--- src/rtl/imem_loader.sv ---
// imem_loader: receives a byte stream, packs it big-endian into 32-bit words,
// writes them to instruction memory at consecutive word addresses from 0, and
// holds the MIPS core in reset until the whole program has been written.
module imem_loader #(
   parameter int ADDR_W = 8
) (
   input  logic              clk,
   input  logic              reset,       // asynchronous, active low
   input  logic              start,
   input  logic [ADDR_W:0]   word_count,
   input  logic              abort,
   input  logic [7:0]        s_data,
   input  logic              s_valid,
   output logic              s_ready,
   output logic              imem_we,
   output logic [ADDR_W-1:0] imem_addr,
   output logic [31:0]       imem_wdata,
   output logic              cpu_reset,
   output logic              busy,
   output logic              done,
   output logic              err
);

   typedef enum logic [1:0] {
      IDLE  = 2'd0,
      LOAD  = 2'd1,
      WRITE = 2'd2,
      DONE  = 2'd3
   } state_t;

   // Largest legal word_count: the whole memory, 2^ADDR_W words.
   localparam logic [ADDR_W:0]   MAX_WORDS = {1'b1, {ADDR_W{1'b0}}};
   localparam logic [ADDR_W:0]   COUNT_ONE = {{ADDR_W{1'b0}}, 1'b1};
   localparam logic [ADDR_W-1:0] ADDR_ONE  = {{(ADDR_W-1){1'b0}}, 1'b1};

   state_t            state_q, state_d;
   logic [ADDR_W:0]   count_q, count_d;
   logic [ADDR_W-1:0] addr_q, addr_d;
   logic [1:0]        byte_idx_q, byte_idx_d;
   logic [31:0]       word_q, word_d;
   logic              done_q, done_d;
   logic              err_q, err_d;

   logic start_ok;
   logic last_word;

   // A start request is only honoured for 1..2^ADDR_W words.
   assign start_ok = (word_count != '0) && (word_count <= MAX_WORDS);

   // The word being written is the last one when its address equals count-1.
   // Comparing against the address avoids a separate written-words counter.
   assign last_word = ({1'b0, addr_q} == (count_q - COUNT_ONE));

   // State and datapath registers; reset abandons any load immediately.
   always_ff @(posedge clk or negedge reset) begin
      if (!reset) begin
         state_q    <= IDLE;
         count_q    <= '0;
         addr_q     <= '0;
         byte_idx_q <= '0;
         word_q     <= '0;
         done_q     <= 1'b0;
         err_q      <= 1'b0;
      end else begin
         state_q    <= state_d;
         count_q    <= count_d;
         addr_q     <= addr_d;
         byte_idx_q <= byte_idx_d;
         word_q     <= word_d;
         done_q     <= done_d;
         err_q      <= err_d;
      end
   end

   // Next-state and datapath update for the load sequencer.
   always_comb begin
      state_d    = state_q;
      count_d    = count_q;
      addr_d     = addr_q;
      byte_idx_d = byte_idx_q;
      word_d     = word_q;
      done_d     = done_q;
      err_d      = err_q;

      case (state_q)
         IDLE, DONE: begin
            // abort has no meaning here; only start is looked at.
            if (start) begin
               if (start_ok) begin
                  count_d    = word_count;
                  addr_d     = '0;
                  byte_idx_d = '0;
                  word_d     = '0;
                  done_d     = 1'b0;
                  err_d      = 1'b0;
                  state_d    = LOAD;
               end else begin
                  err_d   = 1'b1;
                  done_d  = 1'b0;
                  state_d = IDLE;
               end
            end
         end

         LOAD: begin
            // abort wins over a byte arriving in the same cycle.
            if (abort) begin
               err_d   = 1'b1;
               state_d = IDLE;
            end else if (s_valid) begin
               // Shifting left places the first byte in [31:24] after four.
               word_d     = {word_q[23:0], s_data};
               byte_idx_d = byte_idx_q + 2'd1;
               if (byte_idx_q == 2'd3) begin
                  state_d = WRITE;
               end
            end
         end

         WRITE: begin
            if (abort) begin
               err_d   = 1'b1;
               state_d = IDLE;
            end else begin
               // Address wraps to 0 after a full-memory load; harmless in DONE.
               addr_d     = addr_q + ADDR_ONE;
               byte_idx_d = '0;
               if (last_word) begin
                  done_d  = 1'b1;
                  state_d = DONE;
               end else begin
                  state_d = LOAD;
               end
            end
         end

         default: begin
            state_d = IDLE;
         end
      endcase
   end

   // Outputs decoded from the current state; an abort during WRITE
   // cancels that cycle's write strobe.
   always_comb begin
      s_ready    = (state_q == LOAD);
      imem_we    = (state_q == WRITE) && !abort;
      imem_addr  = addr_q;
      imem_wdata = word_q;
      cpu_reset  = (state_q != DONE);
      busy       = (state_q == LOAD) || (state_q == WRITE);
      done       = done_q;
      err        = err_q;
   end

endmodule

--- config.mk ---
export PLATFORM = sky130hd
export DESIGN_NAME = imem_loader
export DESIGN_NICKNAME = d
export VERILOG_FILES = /design/src/rtl/imem_loader.sv
export SDC_FILE = /design/constraint.sdc
export NUM_CORES = 1
export LEC_CHECK = 0
export ABC_AREA = 1
export BUFFER_PORTS_ARGS = -buffer_cell sky130_fd_sc_hd__buf_2
export CAP_MARGIN = 20
export CORE_ASPECT_RATIO = 0.7
export CORE_MARGIN = 2
export CORE_UTILIZATION = 45
export CTS_BUF_LIST = sky130_fd_sc_hd__clkbuf_2 sky130_fd_sc_hd__clkbuf_4 sky130_fd_sc_hd__clkbuf_8
export CTS_CLUSTER_SIZE = 24
export DETAILED_ROUTE_END_ITERATION = 7
export PLACE_DENSITY = 0.71
export SETUP_SLACK_MARGIN = 0.02
export SYNTH_ARGS = -nofsm -noshare
export SYNTH_HDL_FRONTEND = slang
export SYNTH_SLANG_ARGS = --single-unit
--- constraint.sdc ---
create_clock -name clk -period 1.6 [get_ports clk]
set_input_delay 0.08 -clock clk [delete_from_list [all_inputs] [get_ports clk]]
set_output_delay 0.08 -clock clk [all_outputs]
set_load 0.005 [all_outputs]
* Yosys cells after proc, flatten, opt, wreduce, memory -nomap -nowiden
Index checks and enable logic that the tools add are counted.
Widths: inputs -> output; s select.
** Operators by class
- Order comparisons :: 1
- Multiplexer cells :: 31
- Equal/unequal tests :: 15
- Add/sub/neg operators :: 3
- Reductions and logical operators :: 17
** Operators with widths (count)
- $mux 32 :: 4
- $pmux 32 s2 :: 1
- $mux 8 :: 3
- $mux 2 :: 11
- $pmux 8 s2 :: 1
- $ne 2x2->1 const B :: 7
- $pmux 2 s3 :: 2
- $reduce_and 5->1 :: 2
- $eq 8x9->1 :: 1
- $le 9x9->1 const B :: 1
- $reduce_bool 9->1 :: 1
- $sub 9x1->9 const B :: 1
- $add 8x1->8 const B :: 1
- $reduce_and 4->1 :: 2
- $mux 1 :: 7
- $eq 2x2->1 const B :: 3
- $reduce_and 3->1 :: 2
- $pmux 1 s2 :: 2
- $reduce_bool 2->1 :: 2
- $reduce_or 2->1 :: 2
- $ne 3x2->1 const B :: 1
- $ne 3x3->1 const B :: 1
- $add 2x1->2 const B :: 1
- $eq 2x1->1 const B :: 1
- other kinds (6) :: 7
** Storage, ports and cells
- Output and inout port bits :: 46
- Flip-flop bits (word level) :: 55

* Depth between registers and ports, before layout
- Depth in word-level cells :: 5
- Gate-level depth with buffers :: 14
- Gate-level depth less buffers :: 14

* Least setup slack after synthesis
Ideal clock, no wire load.
- Kind :: reg-to-reg
- From :: register state_q[0]
- To :: register word_q[10] (netlist: imem_wdata[10])
- Slack :: -95 ps
- Cell stages (with the launch flop) :: 10
- Data required time :: 1483 ps
- Arrival time :: 1578 ps
- Library setup time :: 117 ps
- Cells stage by stage :: dfrtp_1 -> inv_1 -> ha_1 -> inv_2 -> nor2_2 -> a21oi_2 -> nand3_2 -> buf_4 -> nand2_1 -> nand2_1
** On the way
- Word-level cells in the longest chain between the ends :: 4
- Elaborated cells between the ends (all ways) :: 11
- Those cells by class :: 6 x eq/ne; 1 x mux; 4 x reduce/logical
** RTL lines
- start, declared :: RTL line 36 : state_t state_q, state_d;
- start signal, assigned :: RTL line 65 : state_q <= state_d;
- $eq 2x2->1 or $logic_not 2->1 (tied branches) :: RTL line 85 : case (state_q)
- $reduce_or 2->1 :: RTL line 85
- $ne 2x2->1 (no line) or $reduce_bool 2->1 (tied branches)
- $reduce_and 5->1 (no line)
- end signal, assigned :: RTL line 69 : word_q <= word_d;
- end, declared :: RTL line 40 : logic [31:0] word_q, word_d;
Several ways; a longest one is shown, not always the timed one.
A chain may end at the register's enable or synchronous reset.

* Final worst setup path
- From :: register state_q[1]
- To :: register word_q[17] (netlist: imem_wdata[17])
Same word-level chain as after synthesis.

==> flow_summary.html <==
<table>
<tr><th>Metric</th><th>Value</th></tr>
<tr><th colspan="2">Run status</th></tr>
<tr><td>Status</td><td>finished with violations</td></tr>
<tr><td>Failing checks</td><td>setup timing</td></tr>
<tr><th colspan="2">Synth</th></tr>
<tr><td>Post-synthesis share of cell area spent on and, or, nand and nor gates</td><td>0.333</td></tr>
<tr><td>Synthesized area per cell</td><td>a little under 8 sq um</td></tr>
<tr><td>Instance count of the mapped netlist</td><td>381</td></tr>
<tr><td>Number of nets in the synthesized netlist</td><td>409</td></tr>
<tr><td>YS warnings</td><td>0</td></tr>
<tr><td>Post-Synth Adder-Cell Area</td><td>0.0256</td></tr>
<tr><td>Yosys cell types</td><td>27</td></tr>
<tr><td>Flip-flop and latch count after synthesis</td><td>55</td></tr>
<tr><td>Cell area after technology mapping</td><td>roughly 0.0029 sq mm</td></tr>
<tr><td>Sequential share of the synthesized area</td><td>0.468</td></tr>
<tr><td>Compound-cell area share of the yosys netlist</td><td>0.0490</td></tr>
<tr><td>Multiplexer share of the synthesized area</td><td>0</td></tr>
<tr><td>Synthesized-area fraction occupied by xor and xnor cells</td><td>0.0328</td></tr>
<tr><td>Dominant combinational cell family by area after synthesis</td><td>simple AND/OR/NAND/NOR gates</td></tr>
<tr><th colspan="2">Drt</th></tr>
<tr><td>WL/cell</td><td>14.9 um</td></tr>
<tr><td>Starting DRC count in detailed routing</td><td>247</td></tr>
<tr><td>Number of design rule violations left after detail routing</td><td>0</td></tr>
<tr><td>Pre-Repair DR Iteration Count</td><td>5</td></tr>
<tr><td>DRT antenna net count</td><td>0</td></tr>
<tr><td>Total via count in the routed design</td><td>2861</td></tr>
<tr><td>Per-cell via count in the routed design</td><td>around 5.1</td></tr>
<tr><td>Routed WL</td><td>8260 um</td></tr>
<tr><th colspan="2">Place</th></tr>
<tr><td>Total placed instance area</td><td>0.00349 sq mm</td></tr>
<tr><td>IO Port Bufs</td><td>67</td></tr>
<tr><td>Post-detailed-placement half-perimeter wirelength</td><td>5290 um</td></tr>
<tr><td>Routability congestion estimate</td><td>0.853</td></tr>
<tr><th colspan="2">Cells and area</th></tr>
<tr><td>Number of antenna repair diodes</td><td>0</td></tr>
<tr><td>Layout area overhead</td><td>37.3%</td></tr>
<tr><td>Layout cells sized above 1</td><td>0.381</td></tr>
<tr><td>Final standard cell utilization of the core</td><td>0.643</td></tr>
<tr><td>Layout Cell Area excl Fill</td><td>0.00403 sq mm</td></tr>
<tr><td>Total of fill cells in the finished design</td><td>547</td></tr>
<tr><td>Commonest non-fill, non-tap cell in the layout</td><td>nand2_1</td></tr>
<tr><td>Most frequent cells in the layout</td><td>nand2_1 (110), buf_2 (67), dfrtp_1 (53)</td></tr>
<tr><td>Net count, final</td><td>roughly 510</td></tr>
<tr><th colspan="2">Clock tree</th></tr>
<tr><td>H-tree Lvls</td><td>2</td></tr>
<tr><td>Clock buffers created by TritonCTS</td><td>5</td></tr>
<tr><td>Clock slew at reported path FFs</td><td>0.10 ns</td></tr>
<tr><td>Root buffer selected by CTS</td><td>clkbuf_8</td></tr>
<tr><td>Later-pin clock latency in the skew report</td><td>0.31 ns</td></tr>
<tr><td>Clock Path Buffers</td><td>2</td></tr>
<tr><td>Clock tree from TritonCTS</td><td>built</td></tr>
<tr><td>Clock Sink Count</td><td>55</td></tr>
<tr><th colspan="2">Floorplan</th></tr>
<tr><td>Total number of placement rows</td><td>24</td></tr>
<tr><td>Full die area</td><td>0.00720 sq mm</td></tr>
<tr><td>Count of boundary I/O pins</td><td>68</td></tr>
<tr><td>Area of the core</td><td>0.00628 sq mm</td></tr>
<tr><td>DIE WIDTH</td><td>a little over 100 um</td></tr>
<tr><td>Starting Density</td><td>0.468</td></tr>
<tr><td>Die boundary height</td><td>just over 70 um</td></tr>
<tr><th colspan="2">STA</th></tr>
<tr><td>Max-slew violations</td><td>0</td></tr>
<tr><td>Setup TNS Final</td><td>-1.91 ns</td></tr>
<tr><td>Slew HR</td><td>0.799</td></tr>
<tr><td>Final worst path period share</td><td>1.05</td></tr>
<tr><td>Worst Slack Setup Final</td><td>-0.0808 ns</td></tr>
<tr><td>Final Critical Period</td><td>1.68 ns</td></tr>
<tr><td>RSZ-0062 raised after global routing</td><td>yes</td></tr>
<tr><td>Number of hold violations in the final report</td><td>0</td></tr>
<tr><td>Slew at the pin closest to its max-slew limit</td><td>~0.30 ns</td></tr>
<tr><td>Total of endpoints with negative setup slack in the final report</td><td>34</td></tr>
<tr><td>Maximum clock skew at final layout</td><td>0.00864 ns</td></tr>
<tr><td>Maximum clock frequency</td><td>595 MHz</td></tr>
<tr><th colspan="2">Setup path</th></tr>
<tr><td>Crit path max fanout</td><td>16</td></tr>
<tr><td>CP most frequent cell</td><td>nand2_1</td></tr>
<tr><td>Critical path, cell by cell</td><td>ha_4 &gt; inv_4 &gt; nor2_4 &gt; a21oi_4 &gt; nand3_4 &gt; clkbuf_16 &gt; nand2_1 &gt; nand2_1</td></tr>
<tr><td>Stage delay of the slowest cell on the critical path</td><td>0.46 ns</td></tr>
<tr><td>Cell at the slowest stage of the critical path</td><td>dfrtp_2</td></tr>
<tr><td>Minimum setup slack among reg-to-reg paths</td><td>-0.08 ns</td></tr>
<tr><td>Type of the worst setup path</td><td>reg2reg</td></tr>
<tr><td>CP startpoint kind</td><td>flop</td></tr>
<tr><td>Gate family responsible for the most delay along the worst path</td><td>flip-flops</td></tr>
<tr><td>Req. time, crit path</td><td>1.80 ns</td></tr>
<tr><td>Setup crit end kind</td><td>flop</td></tr>
<tr><td>Worst endpoint data arrival time</td><td>around 1.9 ns</td></tr>
<tr><td>Crit path buffers/inverters</td><td>2</td></tr>
<tr><th colspan="2">Global routing</th></tr>
<tr><td>Residual overflow from global routing</td><td>0</td></tr>
<tr><td>Initial antenna violation count</td><td>0</td></tr>
<tr><td>Total GRT Usage</td><td>0.213</td></tr>
<tr><td>Vias in the first global route</td><td>2497</td></tr>
<tr><td>Global-route wire length before repair</td><td>12200 um</td></tr>
<tr><td>Maximum number of pins on one net before global-route repair</td><td>56</td></tr>
<tr><th colspan="2">Run</th></tr>
<tr><td>Max_cap viols</td><td>0</td></tr>
<tr><th colspan="2">Pwr</th></tr>
<tr><td>Power density of the placed cells</td><td>1840 mW/mm^2</td></tr>
<tr><td>Static leakage power</td><td>2.25 nW</td></tr>
<tr><td>Worst IR drop on VDD</td><td>0.988 mV</td></tr>
<tr><td>Final Total Pwr</td><td>between 7 and 8 mW</td></tr>
<tr><th colspan="2">Hold path</th></tr>
<tr><td>Class of the tightest hold or removal check</td><td>in2reg</td></tr>
</table>
-- path summary, 6_finish.rpt --
kind,startpoint,endpoint,depth (start not counted)
min in group asynchronous,reset,count_q[3]$_DFFE_PN0P_,3
min reg2reg,imem_wdata[29]$_DFFE_PN0P_,imem_wdata[29]$_DFFE_PN0P_,2
max reg2reg,state_q[1]$_DFFE_PN0P_,imem_wdata[17]$_DFFE_PN0P_,8
min,word_count[4],count_q[4]$_DFFE_PN0P_,3
max,state_q[1]$_DFFE_PN0P_,imem_wdata[17]$_DFFE_PN0P_,8
max in group asynchronous,reset,imem_addr[0]$_DFFE_PN0P_,3
-- logic make-up after synthesis --
group                    Yosys count
buffers and inverters             58
AND/OR/NAND/NOR                  225
XOR/XNOR                          11
flip-flops                        55
AO/OA/AOI/OAI                     26
adder cells (fa/ha/maj)            6
-- routing by layer --
layer	share of wire	vias up	GRT usage	wire length, um
met1	0.49	1349	0.334	4050
met3	0.047	10	0.0322	388
li1	-	1428	-	-
met5	0	-	0	0
met2	0.45	74	0.318	3720
met4	0.012	0	0.0365	102
-- synth_stat cells --
cell type  instances  area (sq um)
or2_2              2          12.5
nor3_1             1          5.00
inv_2              2          7.51
a22o_1             1          8.76
nand3b_1           1          7.51
buf_6              4          45.0
a21oi_2            2          17.5
clkbuf_2           1          5.00
nand3_1            9          45.0
nand2_2            1          6.26
nor2_1            24          90.1
buf_1              3          11.3
xnor2_1            3          26.3
nor2_2             1          6.26
xor2_1             8          70.1
buf_2              7          35.0
ha_1               6          75.1
o21ai_0           18          90.1
nor4_1             1          6.26
dfrtp_1           55          1380
o21bai_1           1          7.51
a21oi_1            4          20.0
nand3_2            1          10.0
nand2_1          145           544
buf_4              3          22.5
nand4_1           39           244
inv_1             38           143
-- state kept, by name, summed over array words and instances (netlist names) --
name / flops
imem_wdata: 32
count_q: 9
imem_addr: 8
byte_idx_q: 2
state_q: 2
done: 1
err: 1
-- tightest hold or removal path: stages --
cell and delay, ns:
buf_2 0.10, inv_1 0.06, o21ai_1 0.06
-- per-stage QoR --
| stage | std cells | setup slack, ns | hold WS, ns |
|---|---|---|---|
| detailed placement | 532 | -0.0923 | 0.0997 |
| CTS | 547 | -0.00219 | 0.0155 |
| global placement | 532 | -0.00728 | 0.0987 |
| finish | 556 | -0.0808 | 0.0152 |
| floorplan | 381 | -0.0134 | -0.216 |
| global route | 556 | -0.126 | 0.0240 |
-- what timing repair did --
item	CTS	global route
buffers inserted	5	5
endpoints found under the setup margin	57	58
hold endpoints to repair	55	0
cloned	1	4
gates resized for setup	11	80
hold buffers	1	0
pin swaps	3	15
-- area by class of cell --
class / count / area, sq um / area share
well taps: 78 / 97.6 / 0.0242
clock buffers: 5 / 68.8 / 0.0171
multi-input cells: 270 / 1560 / 0.386
repair buffers: 105 / 757 / 0.188
flip-flops and latches: 55 / 1380 / 0.342
inverters: 40 / 155 / 0.0385
clock inverters: 3 / 20.0 / 0.00496
-- report_power, final --
group / switching (mW) / internal (mW)
clock: 0.466 / 0.306
sequential: 0.437 / 1.77
combinational: 2.45 / 1.98
total: 3.35 / 4.06
No activity file was read; power rests on OpenSTA's default activity.
